==> src/rtl/chu_gpo_ext.sv <==
// MMIO general-purpose output slot: W output pins driven from a data register with
// per-bit set/clear/toggle, a per-bit blink engine and a retriggerable one-shot pulse.
module chu_gpo_ext #(
    parameter int W  = 8,
    parameter int CW = 24
) (
    input  logic        clk,
    input  logic        reset_n,
    input  logic        cs,
    input  logic        read,
    input  logic        write,
    input  logic [4:0]  addr,
    input  logic [31:0] wr_data,
    output logic [31:0] rd_data,
    output logic [W-1:0] dout
);

    typedef enum logic [2:0] {
        REG_DATA     = 3'd0,
        REG_SET      = 3'd1,
        REG_CLR      = 3'd2,
        REG_TGL      = 3'd3,
        REG_BLINK_EN = 3'd4,
        REG_PERIOD   = 3'd5,
        REG_PULSE    = 3'd6,
        REG_PLEN     = 3'd7
    } reg_e;

    logic [W-1:0]  data_q,     data_d;
    logic [W-1:0]  blink_en_q, blink_en_d;
    logic [CW-1:0] period_q,   period_d;
    logic [CW-1:0] bcnt_q,     bcnt_d;
    logic          phase_q,    phase_d;
    logic [W-1:0]  pmask_q,    pmask_d;
    logic [CW-1:0] pcnt_q,     pcnt_d;
    logic [CW-1:0] plen_q,     plen_d;

    reg_e          reg_sel;
    logic          addr_in_map;
    logic          wr_en;
    logic          pulse_active;
    logic [W-1:0]  wr_bits;
    logic [CW-1:0] wr_cnt;

    // read is accepted but never needed: reads are side-effect free and rd_data is combinational.
    logic unused_read;
    assign unused_read = read;

    assign reg_sel      = reg_e'(addr[2:0]);
    assign addr_in_map  = (addr[4:3] == 2'b00);
    assign wr_en        = cs && write && addr_in_map;
    assign pulse_active = (pcnt_q != '0);
    assign wr_bits      = wr_data[W-1:0];
    assign wr_cnt       = wr_data[CW-1:0];

    // Next-state logic: engines run first, then a bus write overrides what it touches.
    always_comb begin
        // NOTE: every *_d gets a default before any branch so no latch can be inferred.
        data_d     = data_q;
        blink_en_d = blink_en_q;
        period_d   = period_q;
        bcnt_d     = bcnt_q;
        phase_d    = phase_q;
        pmask_d    = pmask_q;
        pcnt_d     = pcnt_q;
        plen_d     = plen_q;

        if (period_q == '0) begin
            bcnt_d  = '0;
            phase_d = 1'b0;
        end else if (bcnt_q == period_q - CW'(1)) begin
            bcnt_d  = '0;
            phase_d = ~phase_q;
        end else begin
            bcnt_d = bcnt_q + CW'(1);
        end

        if (pulse_active) begin
            pcnt_d = pcnt_q - CW'(1);
        end

        if (wr_en) begin
            unique case (reg_sel)
                REG_DATA:     data_d     = wr_bits;
                REG_SET:      data_d     = data_q | wr_bits;
                REG_CLR:      data_d     = data_q & ~wr_bits;
                REG_TGL:      data_d     = data_q ^ wr_bits;
                REG_BLINK_EN: blink_en_d = wr_bits;
                REG_PERIOD: begin
                    period_d = wr_cnt;
                    bcnt_d   = '0;
                    phase_d  = 1'b0;
                end
                REG_PULSE: begin
                    // A write on the edge the pulse would expire wins, so there is no gap.
                    pmask_d = wr_bits;
                    pcnt_d  = plen_q;
                end
                REG_PLEN:     plen_d     = wr_cnt;
                default:      ;
            endcase
        end
    end

    // NOTE: sequential state uses non-blocking assignments only, so all flops update together.
    always_ff @(posedge clk or negedge reset_n) begin
        if (!reset_n) begin
            data_q     <= '0;
            blink_en_q <= '0;
            period_q   <= '0;
            bcnt_q     <= '0;
            phase_q    <= 1'b0;
            pmask_q    <= '0;
            pcnt_q     <= '0;
            plen_q     <= '0;
        end else begin
            data_q     <= data_d;
            blink_en_q <= blink_en_d;
            period_q   <= period_d;
            bcnt_q     <= bcnt_d;
            phase_q    <= phase_d;
            pmask_q    <= pmask_d;
            pcnt_q     <= pcnt_d;
            plen_q     <= plen_d;
        end
    end

    // Pulse overrides blink; blinking bits are gated by the phase, others follow data.
    always_comb begin
        dout = ({W{pulse_active}} & pmask_q)
             | (data_q & (~blink_en_q | {W{phase_q}}));
    end

    always_comb begin
        rd_data = '0;
        if (addr_in_map) begin
            unique case (reg_sel)
                REG_DATA, REG_SET, REG_CLR, REG_TGL: rd_data = 32'(data_q);
                REG_BLINK_EN: rd_data = 32'(blink_en_q);
                REG_PERIOD:   rd_data = 32'(period_q);
                REG_PULSE: begin
                    rd_data     = 32'(pcnt_q);
                    rd_data[31] = pulse_active;
                end
                REG_PLEN:     rd_data = 32'(plen_q);
                default:      rd_data = '0;
            endcase
        end
    end

endmodule

==> config.mk <==
export PLATFORM = sky130hd
export DESIGN_NAME = chu_gpo_ext
export DESIGN_NICKNAME = d
export VERILOG_FILES = /design/src/rtl/chu_gpo_ext.sv
export SDC_FILE = /design/constraint.sdc
export NUM_CORES = 1
export LEC_CHECK = 0
export ABC_AREA = 1
export ABC_CLOCK_PERIOD_IN_PS = 2700
export BUFFER_PORTS_ARGS = -buffer_cell sky130_fd_sc_hd__clkbuf_2
export CAP_MARGIN = 30
export CORE_ASPECT_RATIO = 1.75
export CORE_MARGIN = 2
export CORE_UTILIZATION = 50
export CTS_CLUSTER_SIZE = 14
export DETAILED_ROUTE_END_ITERATION = 8
export PLACE_DENSITY = 0.73
export RECOVER_POWER = 25
export SLEW_MARGIN = 20
export SYNTH_ARGS = -nofsm -noshare
export SYNTH_HDL_FRONTEND = slang
export SYNTH_SLANG_ARGS = --single-unit
export TNS_END_PERCENT = 50
==> constraint.sdc <==
create_clock -name clk -period 2.7 [get_ports clk]
set_input_delay 0.27 -clock clk [delete_from_list [all_inputs] [get_ports clk]]
set_output_delay 0.27 -clock clk [all_outputs]
set_load 0.03 [all_outputs]
==> metrics.cfg <==
[power_and_ir_drop]
power_per_cell_area_nw_per_um2=727.1
totalPowerFinal_mw=6.582
total_leakage_power_nw=4.496
ir_worst_vdd_v=0.0005817

[floorplanning]
std_cell_rows=60
coreArea_sq_um=15390
dieArea_sq_um=16760
io_pins=82
initial_utilization_pct=51.01
floorplan.die.width_um=98.72
die_height_um=169.8

[flow_run]
max-cap-violations=0

[global_routing]
number_of_antenna_violations_at_the_first_check_in_global_routing=0
grt.overflow.total=0
grt_first_pass_wirelength_um=36530
pin_count_of_the_biggest_net_entering_global_routing=50
grt_pass1_vias=7407
grt_util_all_layers_pct=27.66

[synth]
postSynthRegisterBits=121
netlist_instances=1075
post_synth_num_cell_types=45
async_flop_share_pct=100.0
avgSynthCellArea_sq_um=7.302
synth_edf_count=0
ys_dominant_reg_cell=sky130_fd_sc_hd__dfrtp_1
sequential_cell_area_fraction_in_the_yosys_report_pct=38.57
netlist_area_sq_um=7850
ys.warnings.count=0

[clock_network]
cts_made_buffers=17
cts-root-to-sink-buffers=2
clk_pin_slew_worst_setup_hold_paths_ns=0.06
cts_post_setup_buffers_inserted=0
ctsHtreeMaxLevel=4
clock_sinks=121
clock_network_latency_to_the_later_pin_of_the_worst_skew_pair_ns=0.42
cts_root_buffer=sky130_fd_sc_hd__clkbuf_16
clock_tree_from_tritoncts=yes

[worst_hold_path]
hold_path_class=in -> reg

[detailed_routing]
wl_per_cell_um=16.83
post_drt_via_cell_ratio=5.582
drc=0
detailedRoute.firstPassIterationCount=6
route.vias.total=7541
dr.first_iter.drc_count=440
totalWireLength_um=22740
antenna_violating_nets_post_route=0

[worst_setup_path]
timing.critical_path.required_ns=2.43
worstSetupEndpointType=output port
startpoint_type=register
cp.arrival_ns=2.29
critical_path_peak_fanout=10
critical_path_class=reg -> out

[placement]
placed_wire_length_estimate_um=17180
portBuffers=65
dpl_ws_ns=0.3079
finalWeightedCongestion=0.9465

[timing]
fin_worst_skew_ns=0.01134
max_slew_margin_pct=15.54
setup_ws_ns=0.1368
timing.final.hold_violations=0
maxSlewViolCount=0
post-route-min-period_ns=2.563
whs_ns=0.1041
max_slew.worst_pin.slew_ns=1.267
layout_worst_path_cycle_share_pct=94.93
achievable-frequency_mhz=390.1
grt_setup_unrepaired=false
report.final.setup_viol=0
setup-tns-final_ns=0

[layout]
post-route-util_pct=58.82
final_net_count=1214
area_delta_synth_final_pct=15.32
insertedDiodeCount=0
fillers=1408
post_route_cells_drive_above_1_share_pct=13.82

[outcome]
status=finished, final reports clean

## worst max-delay path: stages (launching register included)
cell and delay (ns):
sky130_fd_sc_hd__dfrtp_1 0.41, sky130_fd_sc_hd__nor2_1 0.24, sky130_fd_sc_hd__nand2_1 0.16, sky130_fd_sc_hd__nor2_1 0.19, sky130_fd_sc_hd__nand3_1 0.23, sky130_fd_sc_hd__buf_4 0.26
sky130_fd_sc_hd__a21o_1 0.19, sky130_fd_sc_hd__clkbuf_2 0.19
## synthesized netlist by cell type, types with 2 or more instances
cell	instances	area (sq um)
sky130_fd_sc_hd__a21o_1	8	60.06
sky130_fd_sc_hd__a21oi_1	31	155.2
sky130_fd_sc_hd__a221oi_1	8	70.07
sky130_fd_sc_hd__a22oi_1	14	105.1
sky130_fd_sc_hd__a31oi_1	2	12.51
sky130_fd_sc_hd__and2_1	2	12.51
sky130_fd_sc_hd__buf_2	4	20.02
sky130_fd_sc_hd__buf_4	7	52.55
sky130_fd_sc_hd__buf_6	2	22.52
sky130_fd_sc_hd__clkbuf_1	21	78.83
sky130_fd_sc_hd__dfrtp_1	121	3028
sky130_fd_sc_hd__ha_1	20	250.2
sky130_fd_sc_hd__inv_1	127	476.7
sky130_fd_sc_hd__inv_2	5	18.77
sky130_fd_sc_hd__mux2_2	7	78.83
sky130_fd_sc_hd__nand2_1	268	1006
sky130_fd_sc_hd__nand2_2	2	12.51
sky130_fd_sc_hd__nand3_1	57	285.3
sky130_fd_sc_hd__nand3_2	2	20.02
sky130_fd_sc_hd__nand3b_1	5	37.54
sky130_fd_sc_hd__nand4_1	14	87.58
sky130_fd_sc_hd__nor2_1	122	457.9
sky130_fd_sc_hd__nor2_2	18	112.6
sky130_fd_sc_hd__nor2_4	5	56.30
sky130_fd_sc_hd__nor3_1	12	60.06
sky130_fd_sc_hd__nor4_1	6	37.54
sky130_fd_sc_hd__o2111ai_1	7	61.31
sky130_fd_sc_hd__o211ai_1	11	82.58
sky130_fd_sc_hd__o21ai_0	91	455.4
sky130_fd_sc_hd__o21ai_1	2	10.01
sky130_fd_sc_hd__o21bai_1	2	15.01
sky130_fd_sc_hd__o22ai_1	5	31.28
sky130_fd_sc_hd__xnor2_1	19	166.4
sky130_fd_sc_hd__xor2_1	37	324.1
## layout by cell type (no fill, tap or decap), types with 14 or more instances in the layout
cell type	netlist	routed
sky130_fd_sc_hd__nand4_1	14	14
sky130_fd_sc_hd__dfrtp_1	121	121
sky130_fd_sc_hd__nand2_1	268	268
sky130_fd_sc_hd__a22oi_1	14	14
sky130_fd_sc_hd__nor2_2	18	19
sky130_fd_sc_hd__xor2_1	37	37
sky130_fd_sc_hd__inv_1	127	127
sky130_fd_sc_hd__nand3_1	57	57
sky130_fd_sc_hd__clkbuf_2	0	66
sky130_fd_sc_hd__clkbuf_16	0	17
sky130_fd_sc_hd__a21oi_1	31	31
sky130_fd_sc_hd__o21ai_0	91	91
sky130_fd_sc_hd__buf_4	7	20
sky130_fd_sc_hd__ha_1	20	20
sky130_fd_sc_hd__xnor2_1	19	19
sky130_fd_sc_hd__nor2_1	122	121
## flip-flops by register name, indices dropped and copies added, names as in the netlist
name and count:
pcnt_q 24, data_q 8, blink_en_q 8, phase_q 1, period_q 24, pmask_q 8, plen_q 24, bcnt_q 24
## timing repair
item | CTS | global route
resized for setup | 0 | 0
hold buffers | 1 | 0
endpoints found under the hold margin | 46 | 0
## routing by layer
layer  track usage [%]  part of all wire, %
met4             16.26                  5.7
met3             3.871                  4.2
met2             49.13                   53
met1             31.19                   38
met5                 0                    0
## final cells by class
| cell class | instances | area (sq um) | area share [%] |
|---|---|---|---|
| flip-flops and latches | 121 | 3028 | 33.45 |
| well taps | 186 | 232.7 | 2.571 |
| multi-input cells | 791 | 4150 | 45.85 |
| inverters | 133 | 499.2 | 5.515 |
| clock buffers | 20 | 466.7 | 5.155 |
| repair buffers | 88 | 510.5 | 5.639 |
| clock inverters | 12 | 165.2 | 1.824 |
## metrics by stage
step / area (sq um) / std cells
2_1_floorplan: 7873 / 1081
3_3_place_gp: 8428 / 1318
3_5_place_dp: 8428 / 1318
4_1_cts: 9070 / 1351
5_1_grt: 9052 / 1351
6_report: 9052 / 1351
## power by group
part	internal (mW)	total (mW)	switching [mW]	leakage, nW
sequential	2.13	2.51	0.372	1.53
clock	1.54	2.45	0.912	0.299
combinational	0.591	1.63	1.03	2.67
## path summary, 6_finish.rpt
kind | slack, ns | from | end | cells after the start
worst max-delay path | 0.14 | pcnt_q[6] | dout[7] | 7
max in group asynchronous | 0.51 | reset_n | data_q[3] | 3
worst min register to register | 0.49 | plen_q[1] | plen_q[1] | 2
worst max register to register | 0.20 | period_q[7] | bcnt_q[19] | 10
worst min-delay path | 0.10 | wr_data[14] | period_q[14] | 3
min in group asynchronous | 0.67 | reset_n | period_q[14] | 2
## logic make-up (layout without fill, tap and decap cells)
logic type               after synthesis  count (layout)  synth area share, %
AND/OR/NAND/NOR                      518             518                28.37
flip-flops                           121             121                38.57
adder cells (fa/ha/maj)               20              20                3.188
XOR/XNOR                              56              56                6.248
AO/OA/AOI/OAI                        183             183                13.69
buffers and inverters                169             253                8.878
other                                  1               7              0.04777
multiplexers                           7               7                1.004
(Power assumes the default switching activity.)
